==> config.mk <==
export PLATFORM = sky130hd
export DESIGN_NAME = dmem_arbiter
export DESIGN_NICKNAME = d
export VERILOG_FILES = /design/src/rtl/dmem_arbiter_pkg.sv /design/src/rtl/dmem_arbiter_rr_pick2.sv /design/src/rtl/dmem_arbiter.sv
export SDC_FILE = /design/constraint.sdc
export NUM_CORES = 1
export LEC_CHECK = 0
export ABC_CLOCK_PERIOD_IN_PS = 3800
export BUFFER_PORTS_ARGS = -buffer_cell sky130_fd_sc_hd__buf_2
export CAP_MARGIN = 20
export CORE_AREA = 8 8 196 198
export CTS_BUF_LIST = sky130_fd_sc_hd__clkbuf_4
export DETAILED_ROUTE_END_ITERATION = 8
export DIE_AREA = 0 0 204 206
export PLACE_DENSITY_LB_ADDON = 0.05
export SYNTH_ARGS = -nofsm -noshare
export SYNTH_HDL_FRONTEND = slang
export SYNTH_SLANG_ARGS = --single-unit
==> constraint.sdc <==
create_clock -name CLK -period 3.8 [get_ports CLK]
set_input_delay 0.76 -clock CLK [delete_from_list [all_inputs] [get_ports CLK]]
set_output_delay 0.76 -clock CLK [all_outputs]
set_load 0.02 [all_outputs]
==> src/rtl/dmem_arbiter_pkg.sv <==
// Shared constants and FSM encoding for the data-memory arbiter.
// LAST_ADDR / ACC_BYTES are also used by the data memory block.
package dmem_arbiter_pkg;

  localparam int DATA_WID  = 64;
  localparam int LAST_ADDR = 96;
  localparam int ACC_BYTES = 8;

  // Highest start address whose full access still lands inside the array.
  localparam logic [DATA_WID-1:0] MAX_ACC_ADDR = DATA_WID'(LAST_ADDR - ACC_BYTES + 1);

  typedef enum logic [1:0] {
    ARB_IDLE   = 2'd0,
    ARB_ACCESS = 2'd1,
    ARB_DONE   = 2'd2
  } arb_state_e;

endpackage

==> src/rtl/dmem_arbiter_rr_pick2.sv <==
// Combinational 2-way round-robin picker: on contention the requester
// that did not win last time is chosen.
module dmem_arbiter_rr_pick2 (
  input  logic req0,
  input  logic req1,
  input  logic last_grant,
  output logic grant_valid,
  output logic grant_id
);

  always_comb begin
    grant_valid = req0 | req1;
    if (req0 && req1) begin
      grant_id = ~last_grant;
    end else begin
      grant_id = req1;
    end
  end

endmodule

==> src/rtl/dmem_arbiter.sv <==
// Two-requester arbiter and sequencer in front of the 64-bit data memory.
// Build option DMEM_ARB_RANGE_CHECK_EN rejects out-of-range accesses before they reach memory.
module dmem_arbiter
  import dmem_arbiter_pkg::*;
(
  input  logic                CLK,
  input  logic                RST_N,
  input  logic                req0,
  input  logic                req1,
  input  logic                we0,
  input  logic                we1,
  input  logic [DATA_WID-1:0] addr0,
  input  logic [DATA_WID-1:0] addr1,
  input  logic [DATA_WID-1:0] wdata0,
  input  logic [DATA_WID-1:0] wdata1,
  output logic                ack0,
  output logic                ack1,
  output logic [DATA_WID-1:0] rdata,
  output logic                err,
  output logic [DATA_WID-1:0] mem_addr,
  output logic [DATA_WID-1:0] mem_wdata,
  output logic                mem_write_flag,
  output logic                mem_read_flag,
  input  logic [DATA_WID-1:0] mem_valM,
  input  logic                mem_dmem_error
);

  // state  | meaning
  // IDLE   | waiting for a request; arbitrate and capture the winner
  // ACCESS | memory address/data/flag driven for exactly one cycle
  // DONE   | one-cycle ack to the granted requester, rdata/err valid

  arb_state_e          state;
  logic                last_grant;
  logic                cap_we;
  logic                cap_id;
  logic                grant_valid;
  logic                grant_id;
  logic                sel_we;
  logic [DATA_WID-1:0] sel_addr;
  logic [DATA_WID-1:0] sel_wdata;
  logic                reject;

  dmem_arbiter_rr_pick2 u_pick (
    .req0        (req0),
    .req1        (req1),
    .last_grant  (last_grant),
    .grant_valid (grant_valid),
    .grant_id    (grant_id)
  );

  assign sel_we    = grant_id ? we1    : we0;
  assign sel_addr  = grant_id ? addr1  : addr0;
  assign sel_wdata = grant_id ? wdata1 : wdata0;

`ifdef DMEM_ARB_RANGE_CHECK_EN
  assign reject = (sel_addr > MAX_ACC_ADDR);
`else
  assign reject = 1'b0;
`endif

  // mem_addr / mem_wdata double as the captured request registers.
  always_ff @(posedge CLK or negedge RST_N) begin
    if (!RST_N) begin
      state          <= ARB_IDLE;
      last_grant     <= 1'b1;
      cap_we         <= 1'b0;
      cap_id         <= 1'b0;
      ack0           <= 1'b0;
      ack1           <= 1'b0;
      rdata          <= '0;
      err            <= 1'b0;
      mem_addr       <= '0;
      mem_wdata      <= '0;
      mem_write_flag <= 1'b0;
      mem_read_flag  <= 1'b0;
    end else begin
      ack0           <= 1'b0;
      ack1           <= 1'b0;
      mem_write_flag <= 1'b0;
      mem_read_flag  <= 1'b0;
      case (state)
        ARB_IDLE: begin
          if (grant_valid) begin
            last_grant <= grant_id;
            cap_id     <= grant_id;
            cap_we     <= sel_we;
            mem_addr   <= sel_addr;
            mem_wdata  <= sel_wdata;
            if (reject) begin
              // Rejected accesses never touch memory; ack straight away.
              state <= ARB_DONE;
              err   <= 1'b1;
              rdata <= '0;
              ack0  <= ~grant_id;
              ack1  <= grant_id;
            end else begin
              state          <= ARB_ACCESS;
              mem_write_flag <= sel_we;
              mem_read_flag  <= ~sel_we;
            end
          end
        end
        ARB_ACCESS: begin
          state <= ARB_DONE;
          err   <= mem_dmem_error;
          rdata <= cap_we ? '0 : mem_valM;
          ack0  <= ~cap_id;
          ack1  <= cap_id;
        end
        ARB_DONE: begin
          state <= ARB_IDLE;
          err   <= 1'b0;
        end
        default: begin
          state <= ARB_IDLE;
        end
      endcase
    end
  end

endmodule

## Word level (Yosys, flattened, before mapping)

Index checks and enable logic that the tools add are counted.

| operators by class | value |
|---|---|
| reduce and logical (&&, ||, !) cells | 4 |
| equality and inequality tests | 3 |
| mux-type cells | 14 |
| bitwise operators | 4 |

Operator list:

| kind | count |
|---|---|
| 2-to-1 mux 64 bit | 3 |
| 2-to-1 mux 1 bit | 8 |
| case mux 2 bit (2 select lines) | 1 |
| inverter 1 bit | 3 |
| == test 2 x 1 -> 1 bit (second input constant) | 1 |
| == test 2 bit (second input constant) | 1 |
| zero test 2 bit | 1 |
| 2-to-1 mux 2 bit | 1 |
| != test 2 bit (second input constant) | 1 |
| case mux 1 bit (2 select lines) | 1 |
| AND reduction 2 bit | 1 |
| nonzero test 2 bit | 1 |
| logical AND 1 bit | 1 |
| OR 1 bit | 1 |

| storage, ports and cells | value |
|---|---|
| word-level logic and storage cells | 37 |
| input bits | 327 |
| bits in registers | 202 |
| output and inout port bits | 197 |

## Logic depth before layout (Yosys ltp)

| depth | value |
|---|---|
| depth after elaboration | 6 |
| mapped depth | 8 |
| mapped depth without buffers | 5 |

## Cells and area by module

A second synthesis with hierarchy kept.

| second synthesis, totals | value |
|---|---|
| cell total of the unflattened synthesis | 752 |
| area total of the unflattened synthesis | 8962.3 µm² |

Modules (own cells, without submodules):

| module | cells an instance | area an instance (µm²) | seq. area each (µm²) | times used |
|---|---|---|---|---|
| dmem_arbiter | 750 | 8948.6 | 5056.1 | 1 |
| dmem_arbiter_rr_pick2 | 2 | 13.8 | 0.0 | 1 |

## Worst setup path before layout

No wires, ideal clock.

| path | value |
|---|---|
| path type | input to register |
| start | input req1 |
| end | register mem_read_flag |
| library setup time | 0.119 ns |
| slack | 2.203 ns |
| buffers on the path | 3 |
| arrival | 1.478 ns |
| data required time | 3.681 ns |
| stages on the path | 5 |
| cells stage by stage | o21a_1 -> buf_2 -> buf_4 -> buf_2 -> and2_1 |

| on the way | value |
|---|---|
| cells in the longest elaborated chain, start to end | 6 |
| elaborated cells between the ends (all ways) | 7 |
| classes of those cells | mux (4); bitwise (2); reduce/logical (1) |

RTL lines:

| what | line | source |
|---|---|---|
| from (decl) | dmem_arbiter.sv:9 | `input logic req1,` |
| logical AND 1 bit | dmem_arbiter_rr_pick2.sv:13 | `if (req0 && req1) begin` |
| 2-to-1 mux 1 bit | dmem_arbiter_rr_pick2.sv:13 |  |
| 2-to-1 mux 1 bit | dmem_arbiter.sv:52 | `assign sel_we = grant_id ? we1 : we0;` |
| inverter 1 bit | dmem_arbiter.sv:100 | `mem_read_flag <= ~sel_we;` |
| 2-to-1 mux 1 bit * | dmem_arbiter.sv:84 | `if (grant_valid) begin` |
| 2-to-1 mux 1 bit * | dmem_arbiter.sv:82 | `case (state)` |
| to (signal assigned) | dmem_arbiter.sv:100 |  |
| to (decl) | dmem_arbiter.sv:23 | `output logic mem_read_flag,` |

Mark *: on every way between the ends. The rest lies on a longest branch, timed or not.
A chain may end at the register's enable or synchronous reset.

## Worst setup path after layout

| path | value |
|---|---|
| start | register state[1] |
| end | register mem_addr[47] |

| on the way | value |
|---|---|
| cells in the longest elaborated chain, start to end | 2 |

RTL lines:

| what | line | source |
|---|---|---|
| from (decl) | dmem_arbiter.sv:33 | `arb_state_e state;` |
| from (signal assigned) | dmem_arbiter.sv:65 | `state <= ARB_IDLE;` |
| from (signal assigned) | dmem_arbiter.sv:92 | `state <= ARB_DONE;` |
| from (signal assigned) | dmem_arbiter.sv:98 | `state <= ARB_ACCESS;` |
| zero test 2 bit | dmem_arbiter.sv:82 |  |
| AND reduction 2 bit (no source line) | -- |  |
| to (signal assigned) | dmem_arbiter.sv:88 | `mem_addr <= sel_addr;` |
| to (decl) | dmem_arbiter.sv:20 | `output logic [DATA_WID-1:0] mem_addr,` |

Every way passes these cells.

==> summary.md <==
| Metric | Value |
|---|---|
| Slowest-stage cell, CP | o21a_4 |
| Worst slew margin | between 30% and 40% |
| Setup CP Type | flip-flop to flip-flop |
| Syn Inst Count | ~1,000 |
| CTS Sinks | 202 |
| DR WL/cell | approximately 21 um |
| Proportion of layout cells with a drive suffix above 1 | 40.9% |
| Clock Pin Slew Worst Setup and Hold Paths | around 0.06 ns |
| Core region area | 35,200 um^2 |
| Dpl cell area | around 12,000 um^2 |
| Yosys top cell by area | dfrtp_1 |
| Total grt overflow | 0 |
| Final wirelength | 42,100 um |
| Fin. max-slew vios | 0 |
| Worst clock skew | between 0.04 and 0.05 ns |
| Type of the worst min-delay path | primary input to async pin |
| # Post-CTS Setup Buffers | 0 |
| Fillers | between 3,000 and 4,000 |
| Total CTS buffers | 66 |
| FMAX | around 460 MHz |
| CTS tree | done |
| YS warnings | 0 |
| Dpl ws | approximately 1.5 ns |
| CTS max path bufs | 3 |
| CP startpoint kind | flip-flop |
| Worst path max stage delay | 0.55 ns |
| Mean Syn Cell Area | between 8 and 9 um^2 |
| Cell with the most instances after synthesis | a21oi_1 |
| Die Width | a little over 200 um |
| PortBufs | approximately 520 |
| Worst-Margin Slew | a little under 1 ns |
| Later-pin clock latency in the skew report | about 0.69 ns |
| GR Util All Layers | roughly a fifth |
| Worst path cell trace | inv_1 -> ha_1 -> o21a_4 -> buf_12 -> nor2_1 -> a21oi_1 |
| Pwr Density | just under 900 nW/um^2 |
| Final period util | 57.1% |
| CTS Hold Bufs | 0 |
| Final setup margin | 1.63 ns |
| Cell row count | 69 |
| Top cell type's share of synthesized area | 56.6% |
| TritonRoute pass-1 iters | 4 |
| Ys async rst share | between 90% and 100% |
| Top FF cell, synth | dfrtp_1 |
| Final hold viol count | 0 |
| Synth Cell Area | 8890 um^2 |
| Final setup TNS | 0 ns |
| Outcome | finished clean |
| Worst Path Required | 4.38 ns |
| Via-per-instance ratio | about 4.5 |
| Seq/Total Area, Yosys | between 50% and 60% |
| Half-perimeter wire length after placement | around 30,000 um |
| Pin count of the biggest net entering global routing | 95 |
| Initial antenna violation count | 18 |
| Via total after detailed routing | just over 9,000 |
| # resized after CTS | 0 |
| H-tree lvl count | 3 |
| Crit-path max FO | 70 |
| Flop and latch count out of synthesis | a little over 200 |
| Critical path arrival | 2.75 ns |
| Antenna violation net count after detailed routing | 0 |
| Vias in the first global route | 9,786 |
| Syn_nets | around 1,300 |
| Residual DRC | 0 |
| Clock Root Buffer | clkbuf_4 |
| Final Cell Area | ~13,000 um^2 |
| Synth cell types | 24 |
| Pleak | roughly 6.5 nW |
| Final setup viols | 0 |
| Final core utilization | around 36% |
| Post-synth top cells | a21oi_1, dfrtp_1, nor2_1, nand2_1, inv_1 |
| IO Count | between 500 and 600 |
| Max rail drop VDD | ~550 uV |
| Die height | just over 200 um |
| Top post-synthesis cells by area | dfrtp_1, a21oi_1, nor2_1 |
| Crit-path leading delay family | compound AO/OA/AOI/OAI gates |
| Post-synth EDFFs | 0 |
| Worst Path Buf+Inv | 2 |
| First-pass GRT wire length | 61,500 um |
| Initial drt markers | 482 |
| Area Growth Syn to Fin | 43.8% |
| Routability Congestion | a little under 0.8 |
| RSZ-0062 raised after global routing | no |
| Post-layout min period | 2.17 ns |
| Initial Util | approximately 25% |
| CP Capture Type | flip-flop |
| # nets final | about 1,900 |
| Die area | 42,000 um^2 |
| Max-cap viol count | 0 |
==> cells in the final DEF (no fill, tap or decap), types with 2 or more instances in the layout <==
cell	n
a21oi_1	258
and2_1	2
buf_12	5
buf_2	522
buf_4	8
bufinv_16	3
clkbuf_4	94
clkinv_1	4
dfrtp_1	200
diode_2	10
ha_1	3
inv_1	67
inv_2	2
nand2_1	129
nand3b_1	65
nor2_1	131
o21ai_0	65
==> cell families (layout without fill, tap and decap cells) <==
logic type | after synthesis | after routing | synth area share [%]
AO/OA/AOI/OAI | 330 | 330 | 18.8
AND/OR/NAND/NOR | 328 | 328 | 16.7
flip-flops | 202 | 202 | 56.9
buffers and inverters | 145 | 706 | 6.87
adder cells (fa/ha/maj) | 4 | 4 | 0.563
multiplexers | 2 | 2 | 0.239
other | 0 | 10 | 0
==> layout make-up <==
cell class | count | area, um^2 | share of cell area [%]
Tap cell | 461 | 577 | 4.51
Clock buffer | 94 | 706 | 5.52
Multi-Input combinational cell | 664 | 3270 | 25.6
Antenna cell | 10 | 25.0 | 0.196
Inverter | 67 | 251 | 1.97
Clock inverter | 9 | 113 | 0.881
Sequential cell | 202 | 5060 | 39.5
Timing Repair Buffer | 536 | 2790 | 21.8
==> per-layer routing <==
| metal | track usage [%] | up-vias | wire [um] |
|---|---|---|---|
| li1 | - | 4419 | - |
| met1 | 22.1 | 4420 | 16700 |
| met2 | 31.2 | 355 | 20300 |
| met3 | 8.32 | 71 | 4040 |
| met4 | 7.10 | 16 | 953 |
| met5 | 0 | - | 109 |
==> worst reg2reg max path, stage by stage, from the launching register on <==
cell	delay, ns
dfrtp_1	0.39
inv_1	0.14
ha_1	0.37
o21a_4	0.55
buf_12	0.39
nor2_1	0.12
a21oi_1	0.14
==> registers in the layout, indices dropped and copies added (netlist names) <==
signal / cells
ack0: 1
mem_wdata: 64
rdata: 64
cap_id: 1
mem_read_flag: 1
err: 1
cap_we: 1
ack1: 1
mem_addr: 64
state: 2
last_grant: 1
mem_write_flag: 1
==> through the flow <==
stage / power, mW / std cells / hold slack, ns
6_report: 11.1 / 2043 / 0.128
5_1_grt: 12.0 / 2040 / 0.105
4_1_cts: 11.3 / 2033 / 0.0796
3_5_place_dp: 8.90 / 1930 / 0.495
3_3_place_gp: 8.88 / 1930 / 0.489
2_1_floorplan: 6.81 / 1011 / 0.418
==> worst paths after layout <==
kind	from	to	slack, ns	cells past startpoint
setup / recovery	state[1]	mem_addr[47]	1.63	6
hold reg to reg	cap_id	ack0	0.48	1
max in group asynchronous	RST_N	rdata[4]	2.76	2
min in group CLK	wdata0[59]	mem_wdata[59]	0.29	3
hold / removal	RST_N	rdata[43]	0.13	1
setup reg to reg	state[1]	mem_addr[47]	1.63	6
==> power by group <==
group	leakage, nW	switching (mW)	internal, mW
Combinational	3.60	3.44	1.67
Clock	0.490	0.992	1.32
Sequential	2.40	0.564	3.11
Total	6.49	4.99	6.09
Power figures use the tool's default switching activity.
